--- src/rtl/nibble_serial_adder.sv ---
// nibble_serial_adder: sequences a WIDTH-bit addition through one external
// 4-bit carry-select adder cell, one slice per clock, LSB slice first.
// The inter-slice carry is held in a register, and the result is assembled
// slice by slice.
module nibble_serial_adder #(
  parameter int WIDTH = 16
) (
  input  logic             clk,
  input  logic             rst_n,
  input  logic             start,
  input  logic [WIDTH-1:0] a,
  input  logic [WIDTH-1:0] b,
  input  logic             cin,
  output logic [3:0]       add_a,
  output logic [3:0]       add_b,
  output logic             add_c,
  input  logic [3:0]       add_sum,
  input  logic             add_carry,
  output logic             busy,
  output logic             done,
  output logic [WIDTH-1:0] sum,
  output logic             cout
);

  localparam int NSLICE = WIDTH / 4;
  localparam int IW     = (NSLICE > 1) ? $clog2(NSLICE) : 1;

  typedef enum logic [1:0] {IDLE, RUN, DONE} state_t;

  state_t           state;
  logic [WIDTH-1:0] a_reg, b_reg, acc, acc_nxt;
  logic             carry_reg;
  logic [IW-1:0]    idx;
  logic             last;

  assign last = (idx == IW'(NSLICE - 1));

  // Drive the adder cell from registers only. busy is a register that
  // mirrors RUN, so the outputs are zero outside RUN and never X.
  assign add_a = busy ? a_reg[{idx, 2'b00} +: 4] : 4'd0;
  assign add_b = busy ? b_reg[{idx, 2'b00} +: 4] : 4'd0;
  assign add_c = busy & carry_reg;

  // Accumulator with the current slice merged in. This value is what gets
  // published on the final RUN edge.
  always_comb begin
    acc_nxt = acc;
    acc_nxt[{idx, 2'b00} +: 4] = add_sum;
  end

  // Sequencer: accept work in IDLE or DONE, step one slice per cycle in RUN,
  // and publish sum/cout with a single-cycle done pulse.
  always_ff @(posedge clk or negedge rst_n) begin
    if (!rst_n) begin
      state     <= IDLE;
      a_reg     <= '0;
      b_reg     <= '0;
      acc       <= '0;
      carry_reg <= 1'b0;
      idx       <= '0;
      busy      <= 1'b0;
      done      <= 1'b0;
      sum       <= '0;
      cout      <= 1'b0;
    end else begin
      case (state)
        IDLE, DONE: begin
          done <= 1'b0;
          if (start) begin
            a_reg     <= a;
            b_reg     <= b;
            carry_reg <= cin;
            acc       <= '0;
            idx       <= '0;
            busy      <= 1'b1;
            state     <= RUN;
          end else begin
            state <= IDLE;
          end
        end
        RUN: begin
          acc       <= acc_nxt;
          carry_reg <= add_carry;
          idx       <= idx + IW'(1);
          if (last) begin
            sum   <= acc_nxt;
            cout  <= add_carry;
            busy  <= 1'b0;
            done  <= 1'b1;
            state <= DONE;
          end
        end
        default: begin
          busy  <= 1'b0;
          done  <= 1'b0;
          state <= IDLE;
        end
      endcase
    end
  end

endmodule

--- config.mk ---
export PLATFORM = sky130hd
export DESIGN_NAME = nibble_serial_adder
export DESIGN_NICKNAME = d
export VERILOG_FILES = /design/src/rtl/nibble_serial_adder.sv
export SDC_FILE = /design/constraint.sdc
export NUM_CORES = 1
export LEC_CHECK = 0
export CORE_UTILIZATION = 40
export CTS_BUF_LIST = sky130_fd_sc_hd__clkbuf_16
export DETAILED_ROUTE_END_ITERATION = 8
export MAX_ROUTING_LAYER = met4
export PLACE_DENSITY_LB_ADDON = 0.15
export SLEW_MARGIN = 20
export SYNTH_ARGS = -nofsm -noshare
export SYNTH_HDL_FRONTEND = slang
export SYNTH_SLANG_ARGS = --single-unit
--- constraint.sdc ---
create_clock -name clk -period 5.2 [get_ports clk]
set_input_delay 0.78 -clock clk [delete_from_list [all_inputs] [get_ports clk]]
set_output_delay 0.78 -clock clk [all_outputs]
set_load 0.01 [all_outputs]
### After elaboration in Yosys (flattened, before gate mapping)

Cells that the tools add are included.

| word-level totals | value |
|---|---|
| flip-flop bits (word level) | 72 |
| bits of input ports | 41 |

| cells by class | value |
|---|---|
| add/sub/neg operators | 2 |
| bitwise gates (word level) | 1 |
| shifts and indexed selects | 4 |
| equality and inequality tests | 5 |
| multiplexer cells | 17 |
| reductions and logical operators | 7 |

Operators with widths:

| cell | number |
|---|---|
| $pmux W16 S2 | 1 |
| $shiftx A16 B5 Y4 | 2 |
| $bwmux W16 | 1 |
| $mux W16 | 1 |
| $shift A4 B6 Y16 const A | 1 |
| $shiftx A4 B6 Y16 | 1 |
| $mux W4 | 2 |
| $pmux W2 S2 | 2 |
| $reduce_and A2 Y1 | 4 |
| $mux W1 | 6 |
| $neg A4 Y6 | 1 |
| $eq A2 B2 Y1 const B | 2 |
| $mux W2 | 2 |
| $ne A2 B2 Y1 const B | 2 |
| $pmux W1 S2 | 2 |
| $add A2 B1 Y2 const B | 1 |
| $eq A2 B1 Y1 const B | 1 |
| $logic_not A2 Y1 | 1 |
| $reduce_bool A2 Y1 | 1 |
| $reduce_or A2 Y1 | 1 |
| $and A1 B1 Y1 | 1 |

### Logic depth before layout (Yosys ltp)

Gate-level depths: netlist of the first run.

| depth | value |
|---|---|
| depth in word-level cells | 4 |
| mapped depth | 7 |
| depth with buffers taken out | 5 |

### Worst setup path before layout of the first run

OpenSTA, ideal clock, no wires.

| path | value |
|---|---|
| path type | reg2out |
| start | register idx[0] |
| end | output add_a[0] |
| path slack | 3.132 ns |
| cell stages (with the launch flop) | 4 |
| arrival time | 1.288 ns |
| data required time | 4.420 ns |
| path through | dfrtp_1 > buf_6 > mux4_2 > and2_1 |

| on the way | value |
|---|---|
| longest elaborated chain between the ends | 2 |

RTL lines:

| item | RTL line | text |
|---|---|---|
| from (decl) | 33 | `logic [IW-1:0] idx;` |
| from (signal assigned) | 84 | `idx <= idx + IW'(1);` |
| $shiftx A16 B5 Y4 | 40 | `assign add_a = busy ? a_reg[{idx, 2'b00} +: 4] : 4'd0;` |
| $mux W4 | 40 |  |
| to (decl) | 14 | `output logic [3:0] add_a,` |

Every way passes these cells.

### Worst setup path in the final report of the first run

| path | value |
|---|---|
| start | register idx[0] |
| end | output add_a[3] |

The elaborated chain is that of the path after synthesis.

==> impl_metrics.tcl, run 1 <==
set metrics [dict create \
    status "finished, final reports clean" \
    ctsResizeCount 0 \
    period_share 0.619 \
    holdCritStartpoint "a_reg[3]" \
    grt_pass1_wl_mm 12.3 \
    cts_htree_levels 3 \
    drtIter0Drc 92 \
    cp_max_fo 16 \
    yosysMostFrequentCell "nand2_1" \
    fmax_ghz 0.311 \
    fillerInstances 732 \
    area_growth_syn_to_layout_pct 29.4 \
    rsz0062_at_grt "false" \
    ff2ff_path_depth 5 \
    crit_path_cell_trace "mux4_1 -> and2_1 -> clkdlybuf4s50_1" \
    clk_latency_ns 0.33 \
    setup_tns_ns 0 \
    finalHoldViolCount 0 \
    min_to "a_reg[3]" \
    start_kind "register" \
    cts.sinks 72 \
    ys_ff_latch 72 \
    track_usage 0.192 \
    post-route-drc-count 0 \
    netlist_top_cells_count "nand2_1, dfrtp_1, a21oi_1, a32o_1, nor2_1" \
    die_w_um 93.4 \
    crit_slowest_cell "dfrtp_1" \
    worst_ir_drop_vdd_v 0.000204 \
    power_mw 2.66 \
    io_buffers 68 \
    cts_root_buf "clkbuf_16" \
    hp-class "reg -> reg" \
    clk_path_buf_depth 2 \
    rrSetupSlack_ns 2.66 \
    firstDrtPassIters 4 \
    fin_nets 428 \
    synth_async_sr_flop_share 1.00 \
    seq_area_frac_synth 0.539 \
    syn_area_um2 3340 \
    seqCellArea_um2 1800 \
    worst-path-buf-inv 1 \
    finalWorstSetupSlack_ns 1.98 \
    synth_area_per_cell_um2 10.4 \
    synthDistinctLibCells 39 \
    drive_gt1_frac 0.0933 \
    cts_setup_buffers 0 \
    hold_depth 2 \
    detail_route.wl_per_cell_um 14.9 \
    layout_min_cycle_time_ns 3.22 \
    synth.top_cell.area_share 0.539 \
    initial_core_util 0.424 \
    num_vias 2522 \
    cts_buffers 9 \
    maxCapViolCount 0 \
    die_height_um 93.4 \
    worst_pin_slew_ns 0.826 \
    setup_viol 0 \
    whs_ns 0.466 \
    synthFlopType "dfrtp_1" \
    path_class "reg -> out" \
    pre_cts_ws_ns 2.25 \
    r2r-start "idx[0]" \
    yosysTopAreaCell "dfrtp_1" \
    ant_nets 0 \
    gr-total-overflow 0 \
    diodes 0 \
    synth_fp_nets 370 \
    dpl.hpwl_mm 4.68 \
    r2r-end "sum[0]" \
    slowest_delay_ns 0.84 \
    grt_pass1_vias 2533 \
    ys_warn_count 0 \
    worstPathRequired_ns 4.42 \
    placed_cells 472 \
    wl_mm 7.25 \
    antenna_found_initial 0 \
    slew_headroom 0.449 \
    fin_skew_ns 0.00476 \
    ys_top_cells_by_area "dfrtp_1, nand2_1, a32o_1, mux4_2, a21oi_1" \
    grt_max_degree 38 \
    cts_tree "built" \
    cts.clk_slew.worst_paths_ns 0.05 \
    crit_family "flip-flops" \
    synth_edf_count 0 \
    syn_inst 323 \
    die_area_um2 8730 \
    critPathArrivalTime_ns 2.44 \
    ios 69 \
    leakagePower_nw 1.95 \
    drv_slew 0 \
    std_cell_rows 32 \
    cts_hold_buf 0 \
    powerDensity_nw_per_um2 614 \
    core_um2 7890 \
    via_per_inst 5.17 \
    multi_input_area_um2 1390 \
    cp-end-kind "output pin" \
    fin_cells 488 \
    gp_congestion 0.744 \
]
==> stage by stage <==
stage          cell area (um2)   util
2_1_floorplan             3340      -
3_3_place_gp              4050  0.513
3_5_place_dp              4050  0.513
4_1_cts                   4330  0.549
5_1_grt                   4330  0.549
6_report                  4330  0.549
==> placed cells by master (no fill, tap or decap), types with 7 or more instances in the layout <==
cell type,count
a32o_1,16
mux4_2,7
a21oi_1,16
nand2_1,97
dfrtp_1,72
inv_1,10
clkbuf_16,9
nor2_1,16
and2_1,9
clkdlybuf4s50_1,67
==> report_power, final <==
group          leakage (nW)  switching (mW)  internal (mW)
Clock                 0.147           0.214          0.362
Combinational         0.902           0.520          0.589
Sequential            0.904           0.176          0.797
==> final cells by class <==
class / count / area share
repair buffers: 71 / 0.161
clock buffers: 9 / 0.0520
flip-flops and latches: 72 / 0.416
multi-input cells: 219 / 0.321
inverters: 8 / 0.00694
clock inverters: 7 / 0.0127
well taps: 102 / 0.0295
==> cells by family after synthesis <==
family / after synthesis / share of synthesized area
AND/OR/NAND/NOR: 151 / 0.218
flip-flops: 72 / 0.539
AO/OA/AOI/OAI: 53 / 0.116
buffers and inverters: 32 / 0.0464
multiplexers: 9 / 0.0584
adder cells (fa/ha/maj): 6 / 0.0224
==> tightest hold or removal path: cells and delay by family (launching register included) <==
family | cells | cell delay [ns]
flip-flops | 1 | 0.33
AND/OR/NAND/NOR | 2 | 0.11
==> layer usage <==
layer,vias up,global-route usage,wire length (um)
li1,1234,-,-
met1,1212,0.257,3540
met2,63,0.288,3270
met3,13,0.0358,305
met4,0,0.0769,144
met5,-,-,0
==> how the worst max path moves through the flow <==
stage                      start  endpoint  slack [ns]  cells past startpoint
after floorplan           idx[0]  add_a[0]        3.13                      3
after global placement    idx[0]  add_a[3]        2.27                      3
after detailed placement  idx[0]  add_a[3]        2.25                      3
after CTS                 idx[0]  add_a[3]        1.91                      3
after global routing      idx[0]  add_a[3]        1.80                      3
final                     idx[0]  add_a[3]        1.98                      3
(Power assumes the default switching activity.)
==> run 2: changes to the inputs <==
clock period = 3.2 ns   (was 5.2 ns; I/O delays follow)
==> run 2 against run 1 <==
Against the previous run:
- via count down 1.4%
- clock skew down 0.00087 ns
- die area unchanged
- non-clock buffer count up 3
- cell area down 0.12%
- cell count unchanged
==> impl_metrics.tcl, run 2 (synthesis results as in run 1) <==
set metrics [dict create \
    status "finished, final reports clean" \
    grt_max_degree 40 \
    worst_ir_drop_vdd_v 0.000398 \
    num_vias 2486 \
    gp_congestion 0.751 \
    clk_latency_ns 0.32 \
    track_usage 0.191 \
    p_seq_frac 0.364 \
    cts_setup_buffers 0 \
    p_clk_frac 0.197 \
    wl_mm 7.15 \
    final_cell_area_um2 4320 \
    critPathArrivalTime_ns 2.03 \
    ios 69 \
    cts.clk_slew.worst_paths_ns 0.05 \
    p_int_mw 2.78 \
    hp-class "in -> async" \
    period_share 0.783 \
    drv_slew 0 \
    cts.sinks 72 \
    fin_nets 431 \
    diodes 0 \
    cp-end-kind "output pin" \
    fmax_ghz 0.399 \
    dpl.hpwl_mm 4.68 \
    ant_nets 0 \
    slowest_delay_ns 0.55 \
    rsz0062_at_grt "false" \
    drtIter0Drc 120 \
    final_cell_mix "nand2_1, dfrtp_1, clkdlybuf4s50_1" \
    maxCapViolCount 0 \
    crit_path_cell_trace "buf_4 -> mux4_1 -> and2_1 -> clkdlybuf4s50_1" \
    powerDensity_nw_per_um2 979 \
    worstPathRequired_ns 2.72 \
    rrSetupSlack_ns 1.04 \
    cts_htree_levels 3 \
    drive_gt1_frac 0.0933 \
    grt_pass1_wl_mm 12.4 \
    slew_headroom 0.488 \
    initial_core_util 0.424 \
    cts_root_buf "clkbuf_16" \
    finalWorstSetupSlack_ns 0.695 \
    seqCellArea_um2 1800 \
    cts_buffers 9 \
    via_per_inst 5.09 \
    std_cell_rows 32 \
    p_sw_frac 0.344 \
    layout_commonest_cell "nand2_1" \
    dpl_cell_area_um2 4080 \
    multi_input_area_um2 1390 \
    io_buffers 68 \
    finalHoldViolCount 0 \
    setup_viol 0 \
    pwr-share-comb 0.439 \
    pre_cts_ws_ns 1.01 \
    gr-total-overflow 0 \
    grt_pass1_vias 2529 \
    setup_tns_ns 0 \
    detail_route.wl_per_cell_um 14.7 \
    worst_pin_slew_ns 0.768 \
    leakagePower_nw 1.95 \
    ctsResizeCount 0 \
    layout_min_cycle_time_ns 2.51 \
    post-route-drc-count 0 \
    worst-path-buf-inv 2 \
    antenna_found_initial 0 \
    cp_max_fo 6 \
    cts_hold_buf 0 \
    die_height_um 93.4 \
    cts_tree "built" \
    area_growth_syn_to_layout_pct 29.3 \
    crit_slowest_cell "mux4_1" \
    whs_ns 0.232 \
    fin_skew_ns 0.00389 \
    core_um2 7890 \
    path_class "reg -> out" \
    clk_path_buf_depth 2 \
    die_w_um 93.4 \
    firstDrtPassIters 4 \
    crit_family "buffers and inverters" \
    power_switching_mw 1.46 \
    die_area_um2 8730 \
    fillerInstances 709 \
    start_kind "register" \
]
## run 2: cell types whose count changed in the layout (fill, tap and decap cells not counted)
cell / delta
buf_4: +2
and3b_1: +1
and3b_2: -1
buf_12: +1
bufinv_16: -1
clkinv_2: -1
inv_1: -1
## run 2: power groups by stage
stage / sequential, mW / combinational, mW / clock, mW
6_report: 1.54 / 1.86 / 0.834
4_1_cts: 1.55 / 1.88 / 0.859
5_1_grt: 1.59 / 2.06 / 0.907
3_5_place_dp: 1.56 / 1.87 / 0
3_3_place_gp: 1.55 / 1.84 / 0
2_1_floorplan: 1.53 / 1.17 / 0
## run 2: metal layers
layer / wire (um) / up-vias / GRT usage
met4: 68 / 0 / 0.0513
met5: 0 / - / -
met3: 355 / 6 / 0.0577
met1: 3450 / 1192 / 0.264
met2: 3280 / 58 / 0.275
li1: - / 1230 / -
## run 2: cell type report
class                      count  area share
sequential                    72       0.417
multi-input combinational    219       0.321
timing repair buffer          74       0.170
clock buffer                   9      0.0521
tap                          102      0.0295
inverter                       8     0.00694
clock inverter                 4     0.00376
## run 2: stage by stage
| stage | cells | total power [mW] | utilization |
|---|---|---|---|
| after detailed placement | 475 | 3.42 | 0.518 |
| after global placement | 475 | 3.39 | 0.518 |
| after floorplan | 323 | 2.70 | - |
| after CTS | 488 | 4.29 | 0.548 |
| final | 488 | 4.23 | 0.548 |
| after global routing | 488 | 4.57 | 0.548 |
## run 2: worst paths after layout
kind                            startpoint       end  depth (start not counted)
worst max-delay path                idx[0]  add_a[3]                          4
worst min-delay path                 rst_n  b_reg[3]                          1
worst max register to register      idx[1]    acc[9]                          5
worst min register to register    a_reg[8]  a_reg[8]                          2
max in group asynchronous            rst_n    acc[3]                          2
min in group clk                  a_reg[8]  a_reg[8]                          2
## run 2: worst reg2reg max path, cell delays in order (launching register included)
cell and delay [ns]:
dfrtp_1 0.67, inv_1 0.19, ha_1 0.48, and4bb_4 0.29, and2_4 0.17, a32o_1 0.25
